===== src/rtl/dmem_arbiter.sv =====
// dmem_arbiter
// Round-robin arbiter that shares one single-port DataMemory between NREQ
// requesters. Lock lets the current owner keep the grant for a bounded burst.
//
// Ports
//   clk, rst            rising-edge clock, asynchronous active-high reset
//   req/we/lock [NREQ]  per-requester request, write enable, burst lock
//   addr/wdata          flattened, requester i uses [i*WL +: WL]
//   gnt [NREQ]          registered one-hot grant (all zero when idle)
//   rvalid [NREQ]       one-cycle pulse the cycle after a read beat
//   rdata [WL]          registered read data, shared, held until next read
//   mem_addr/mem_wdata  to DataMemory, muxed from the owner (0 when idle)
//   mem_we              to DataMemory, high only during a write beat
//   mem_rdata           from DataMemory, combinational read of mem_addr
//   dbg_state           current arbiter state (0 = IDLE, 1 = OWNED)
//
// Handshake: a requester raises req and holds addr/we/wdata stable until it
// sees gnt. A beat is any cycle with req[i] & gnt[i]; writes commit at the
// edge ending that cycle, reads return rdata with rvalid[i] one cycle later.
// gnt without req is an empty cycle: no beat, no write. req may be dropped
// before it is granted.
module dmem_arbiter #(
    parameter int NREQ     = 2,
    parameter int WL       = 32,
    parameter int MAX_LOCK = 4
) (
    input  logic               clk,
    input  logic               rst,
    input  logic [NREQ-1:0]    req,
    input  logic [NREQ-1:0]    we,
    input  logic [NREQ-1:0]    lock,
    input  logic [NREQ*WL-1:0] addr,
    input  logic [NREQ*WL-1:0] wdata,
    output logic [NREQ-1:0]    gnt,
    output logic [NREQ-1:0]    rvalid,
    output logic [WL-1:0]      rdata,
    output logic [WL-1:0]      mem_addr,
    output logic [WL-1:0]      mem_wdata,
    output logic               mem_we,
    input  logic [WL-1:0]      mem_rdata,
    output logic               dbg_state
);

    localparam int OW = $clog2(NREQ);
    localparam int LW = $clog2(MAX_LOCK) + 1;
    localparam logic [LW-1:0] LOCK_LAST = LW'(MAX_LOCK - 1);

    typedef enum logic {
        S_IDLE  = 1'b0,
        S_OWNED = 1'b1
    } state_t;

    state_t          state_q, state_d;
    logic [OW-1:0]   owner_q, owner_d;
    logic [OW-1:0]   ptr_q, ptr_d;
    logic [LW-1:0]   lcnt_q, lcnt_d;
    logic [NREQ-1:0] rvalid_q, rvalid_d;
    logic [WL-1:0]   rdata_q, rdata_d;

    logic            owned;
    logic            beat;
    logic            pick_found;
    logic [OW-1:0]   pick_idx;

    assign owned     = (state_q == S_OWNED);
    assign beat      = owned && req[owner_q];
    assign gnt       = owned ? (NREQ'(1) << owner_q) : '0;
    assign mem_addr  = owned ? addr[int'(owner_q)*WL +: WL] : '0;
    assign mem_wdata = owned ? wdata[int'(owner_q)*WL +: WL] : '0;
    assign mem_we    = beat && we[owner_q];
    assign rvalid    = rvalid_q;
    assign rdata     = rdata_q;
    assign dbg_state = state_q;

    // Rotating-priority search starting at ptr, wrapping modulo NREQ.
    always_comb begin
        pick_found = 1'b0;
        pick_idx   = '0;
        for (int k = 0; k < NREQ; k++) begin
            if (!pick_found && req[(int'(ptr_q) + k) % NREQ]) begin
                pick_found = 1'b1;
                pick_idx   = OW'((int'(ptr_q) + k) % NREQ);
            end
        end
    end

    always_comb begin
        state_d  = state_q;
        owner_d  = owner_q;
        ptr_d    = ptr_q;
        lcnt_d   = lcnt_q;
        rvalid_d = '0;
        rdata_d  = rdata_q;

        if (beat && !we[owner_q]) begin
            rvalid_d[owner_q] = 1'b1;
            rdata_d           = mem_rdata;
        end

        // The lock counter counts beats already taken in this burst, so the
        // owner stays only while fewer than MAX_LOCK beats have been used.
        if (owned && req[owner_q] && lock[owner_q] && (lcnt_q < LOCK_LAST)) begin
            lcnt_d = lcnt_q + 1'b1;
        end else if (pick_found) begin
            state_d = S_OWNED;
            owner_d = pick_idx;
            ptr_d   = (int'(pick_idx) == NREQ - 1) ? '0 : pick_idx + 1'b1;
            lcnt_d  = '0;
        end else begin
            state_d = S_IDLE;
        end
    end

    always_ff @(posedge clk or posedge rst) begin
        if (rst) begin
            state_q  <= S_IDLE;
            owner_q  <= '0;
            ptr_q    <= '0;
            lcnt_q   <= '0;
            rvalid_q <= '0;
            rdata_q  <= '0;
        end else begin
            state_q  <= state_d;
            owner_q  <= owner_d;
            ptr_q    <= ptr_d;
            lcnt_q   <= lcnt_d;
            rvalid_q <= rvalid_d;
            rdata_q  <= rdata_d;
        end
    end

endmodule


===== config.mk =====
export PLATFORM = sky130hd
export DESIGN_NAME = dmem_arbiter
export DESIGN_NICKNAME = d
export VERILOG_FILES = /design/src/rtl/dmem_arbiter.sv
export SDC_FILE = /design/constraint.sdc
export NUM_CORES = 1
export LEC_CHECK = 0
export BUFFER_PORTS_ARGS = -buffer_cell sky130_fd_sc_hd__buf_2
export CAP_MARGIN = 10
export CORE_AREA = 2 2 104 106
export DETAILED_ROUTE_END_ITERATION = 6
export DIE_AREA = 0 0 106 108
export PLACE_DENSITY_LB_ADDON = 0.05
export SYNTH_ARGS = -nofsm -noshare
export SYNTH_HDL_FRONTEND = slang
export SYNTH_SLANG_ARGS = --single-unit

===== constraint.sdc =====
create_clock -name clk -period 4.5 [get_ports clk]
set_clock_uncertainty 0.05 [all_clocks]
set_input_delay 1.35 -clock clk [delete_from_list [all_inputs] [get_ports clk]]
set_output_delay 1.35 -clock clk [all_outputs]
set_load 0.01 [all_outputs]

==> results summary <==
The level count of the clock H-tree came out at 2. For the final routed database, the setup TNS stands at 0 ns. The clock net sink count came out at 40. The worst setup path is captured at an output pin. For flop-to-flop paths, the worst setup slack is approximately 2 ns. The number of different library cells in the post-synthesis netlist is 26. For this run, the detailed router's first-pass iteration total came to 4.

TritonCTS built the clock tree. The fraction of the mapped netlist area in compound gates came out at approximately 3.0%. The post-synthesis share of cell area spent on full adders, half adders and majority gates came out at 0.490%.

Across the run, the number of max-cap violations was 0. The critical path starts at req[1]. The starting DRC count in detailed routing came out at 101. Data arrives at the worst endpoint at 2.15 ns. Setup repair after global routing left no endpoint under its margin. By area the synthesized netlist is led by sky130_fd_sc_hd__dfrtp_1 39%, sky130_fd_sc_hd__mux2i_1 26%, sky130_fd_sc_hd__mux2_2 14%, sky130_fd_sc_hd__nor2_1 9.8%, sky130_fd_sc_hd__buf_2 1.4%. The die outline height came out at between 100 and 150 um. Across every metal layer, demand over resource in global routing totals 14.6%. The maximum number of pins on one net before global-route repair came out at 47. STA classifies the critical path startpoint as an input pin.

Global routing consumed, on the met2 layer, 27.0% of the routing resources. The mux share of post-synthesis cell area is 40.8%. The number of instances in the synthesized netlist came out at approximately 250. The data required time at the worst endpoint came out at 3.10 ns. The most congested layer reported by global routing is met2. In this run, post-CTS repair resized a total of 0 instances. The post-detailed-route wirelength per cell came out at 13.7 um. The flow ran to the end, and the final reports show no timing, DRC or antenna violations. The count of endpoints failing hold in the final timing report came out at 0. The insertion delay to the later sink of the worst-skew pair is 0.29 ns. In this run the worst setup path terminates at mem_we. After synthesis, the largest family of logic cells by area is multiplexers. The via count is 2783.

The remaining global-route overflow is 0. Compared with the post-synthesis result, the final layout area differs by 61.3%. The half-perimeter wire length after placement is 7.24 mm. For this run, the post-layout net count is between 600 and 700. The area inside the core boundary is 10200 sq um.

VDD sags by at most 0.139 mV. The total die area came out at about 11000 sq um. The number of I/O port buffers is 269. Synthesis produced a netlist with a net count of approximately 420. The share of the clock period used by the worst path is roughly four fifths. The xor and xnor area share after synthesis is 0%. The share of synthesized cell area in and, or, nand and nor gates came out at 12.3%. The deepest clock path buffer count came out at 2. Dividing total power by cell area gives a power density of 368 nW/um^2. Clock-pin slew was measured on the worst setup and hold paths at 0.07 ns. The worst hold path depth is 1. The actual slew at the worst max-slew pin is a little over 0.9 ns.

The final antenna-violating net count is 0. After synthesis, the largest area contributor takes up 39.2% of total cell area. Wires add up to between 8 and 9 mm. Among all stages on the critical path, the largest delay is contributed by sky130_fd_sc_hd__mux2i_1. The post-synthesis register bit count came out at 40. The number of hold buffers added after CTS was 0.

270 I/O pins were placed. The timing-limited maximum frequency came out at 0.282 GHz. The worst reg-to-reg path cell count is 5. The antenna cell count came out at 0. For this run, the number of Yosys warnings is 0.

The mean instance size in the synthesized netlist came out at just over 10 sq um. The largest area contributor in the netlist is sky130_fd_sc_hd__dfrtp_1. The row count came out at 37. The capture instance of the worst register-to-register path is rdata[8]. The die outline width came out at 106 um. In this run the critical register-to-register path is launched from owner_q. The initial antenna violation count came out at 0.

The worst slew margin relative to its limit came out at 38.6%. The critical path goes through buf_2, mux2i_1, nand2b_1, nor2_1, buf_2. The met3 usage came out at under 10%. The initial core utilization is 25.0%. The longest individual stage delay on the worst path came out at 0.27 ns. The number of post-CTS setup repair buffers came out at 0.

The total power of the final layout came out at 1.52 mW. In this design, the critical path's most frequently occurring cell is sky130_fd_sc_hd__buf_2. The global-route track usage on met1 came out at 15.9%.

The setup violation total in the final timing report is 0. The via density per instance came out at ~4.3. In this run the static leakage power is 2.44 nW. Of the synthesized area, sequential elements account for 39.2%. The worst setup path is of the input pin to output pin kind.

The post-detailed-route DRC marker count came out at 0. The fraction of layout cells with a size suffix above 1 came out at 62.0%. The worst hold path belongs to the class register to register.

The worst path in the final design needs a cycle of 3.55 ns, including I/O delays and setup. The number of clock buffers added by TritonCTS is 5. The combined area of all synthesized cells came out at approximately 2600 sq um. At the end of routability-driven placement, the weighted congestion stood at 0.708.

The via count of the first global-routing pass is 2786. The final count of pins violating max slew came out at 0. Final hold analysis gives a worst-case slack of 0.440 ns. Clock tree synthesis selected as its root buffer the cell sky130_fd_sc_hd__clkbuf_8. Along the worst path, the maximum fanout reaches 7.

The wire length of the first global-routing pass came out at approximately 13 mm.
cells in the mapped netlist (all sizes together):
cell,number
and3b,1
dfrtp,40
mux2,33
nor2,67
inv,4
a311o,1
buf,12
clkbuf,6
nand2b,1
o311a,1
nor3,2
o21ai,1
and2,1
ha,1
nor3b,2
nand2,1
o41ai,1
o21ba,1
a21o,1
a2bb2oi,1
nor4,1
a22o,2
mux2i,67
how the worst min path moves through the flow:
stage / startpoint / end / slack (ns)
2_1_floorplan: lcnt_q[2] / lcnt_q[2] / 0.43
3_3_place_gp: rdata[9] / rdata[9] / 0.42
3_5_place_dp: rdata[10] / rdata[10] / 0.43
4_1_cts: rdata[10] / rdata[10] / 0.45
5_1_grt: rdata[10] / rdata[10] / 0.45
6_report: rdata[10] / rdata[10] / 0.44
power by group:
| part | total [mW] | switching [mW] | internal, mW | leakage, nW |
|---|---|---|---|---|
| Sequential | 0.557 | 0.0861 | 0.471 | 0.476 |
| Clock | 0.259 | 0.122 | 0.137 | 0.0503 |
| Combinational | 0.701 | 0.328 | 0.373 | 1.91 |
| Total | 1.52 | 0.537 | 0.980 | 2.44 |
cell usage in the layout, fill, tap and decap left out, types with 2 or more instances in the layout:
cell type and count:
sky130_fd_sc_hd__buf_2 269, sky130_fd_sc_hd__mux2i_1 67, sky130_fd_sc_hd__nor2_1 67, sky130_fd_sc_hd__dfrtp_1 39, sky130_fd_sc_hd__mux2_2 31, sky130_fd_sc_hd__clkbuf_8 7
sky130_fd_sc_hd__buf_4 5, sky130_fd_sc_hd__inv_1 3, sky130_fd_sc_hd__nor3b_1 2, sky130_fd_sc_hd__a22o_1 2, sky130_fd_sc_hd__nor3_1 2, sky130_fd_sc_hd__mux2_1 2
metrics by stage:
step	instances	utilization [%]	cell area (sq um)	setup slack (ns)
3_3_place_gp	640	39.3	4020	0.985
3_5_place_dp	640	39.3	4020	0.960
2_1_floorplan	248	-	2550	1.30
6_report	647	40.3	4120	0.948
4_1_cts	647	40.3	4120	0.950
5_1_grt	647	40.3	4120	0.859
final cells by class:
type,instances,area [sq um]
well taps,136,170
flip-flops and latches,40,1000
inverters,4,15.0
multi-input cells,186,1450
fillers,1066,6110
clock buffers,7,96.3
repair buffers,274,1380
metal layers:
layer | vias up | part of all wire [%]
met5 | - | 0
met1 | 1241 | 38
met3 | 13 | 8.9
met4 | 0 | 1.7
met2 | 149 | 51
li1 | 1380 | -
registers in the layout, indices dropped and copies added, names as in the netlist:
name and flops:
ptr_q 1, rvalid 2, lcnt_q 3, dbg_state 1, rdata 32, owner_q 1
critical path, delay by kind of cell:
| kind | cells | cell delay (ns) |
|---|---|---|
| buffers and inverters | 2 | 0.28 |
| multiplexers | 1 | 0.27 |
| AND/OR/NAND/NOR | 2 | 0.26 |
cells by family (layout without fill, tap and decap cells):
logic type	after synthesis	in the layout
fa+ha+maj	1	1
mux	100	100
simple gates	76	76
flops	40	40
buf+inv	22	285
compound gates	9	9
Note: power is estimated with default switching activity, not from simulation.
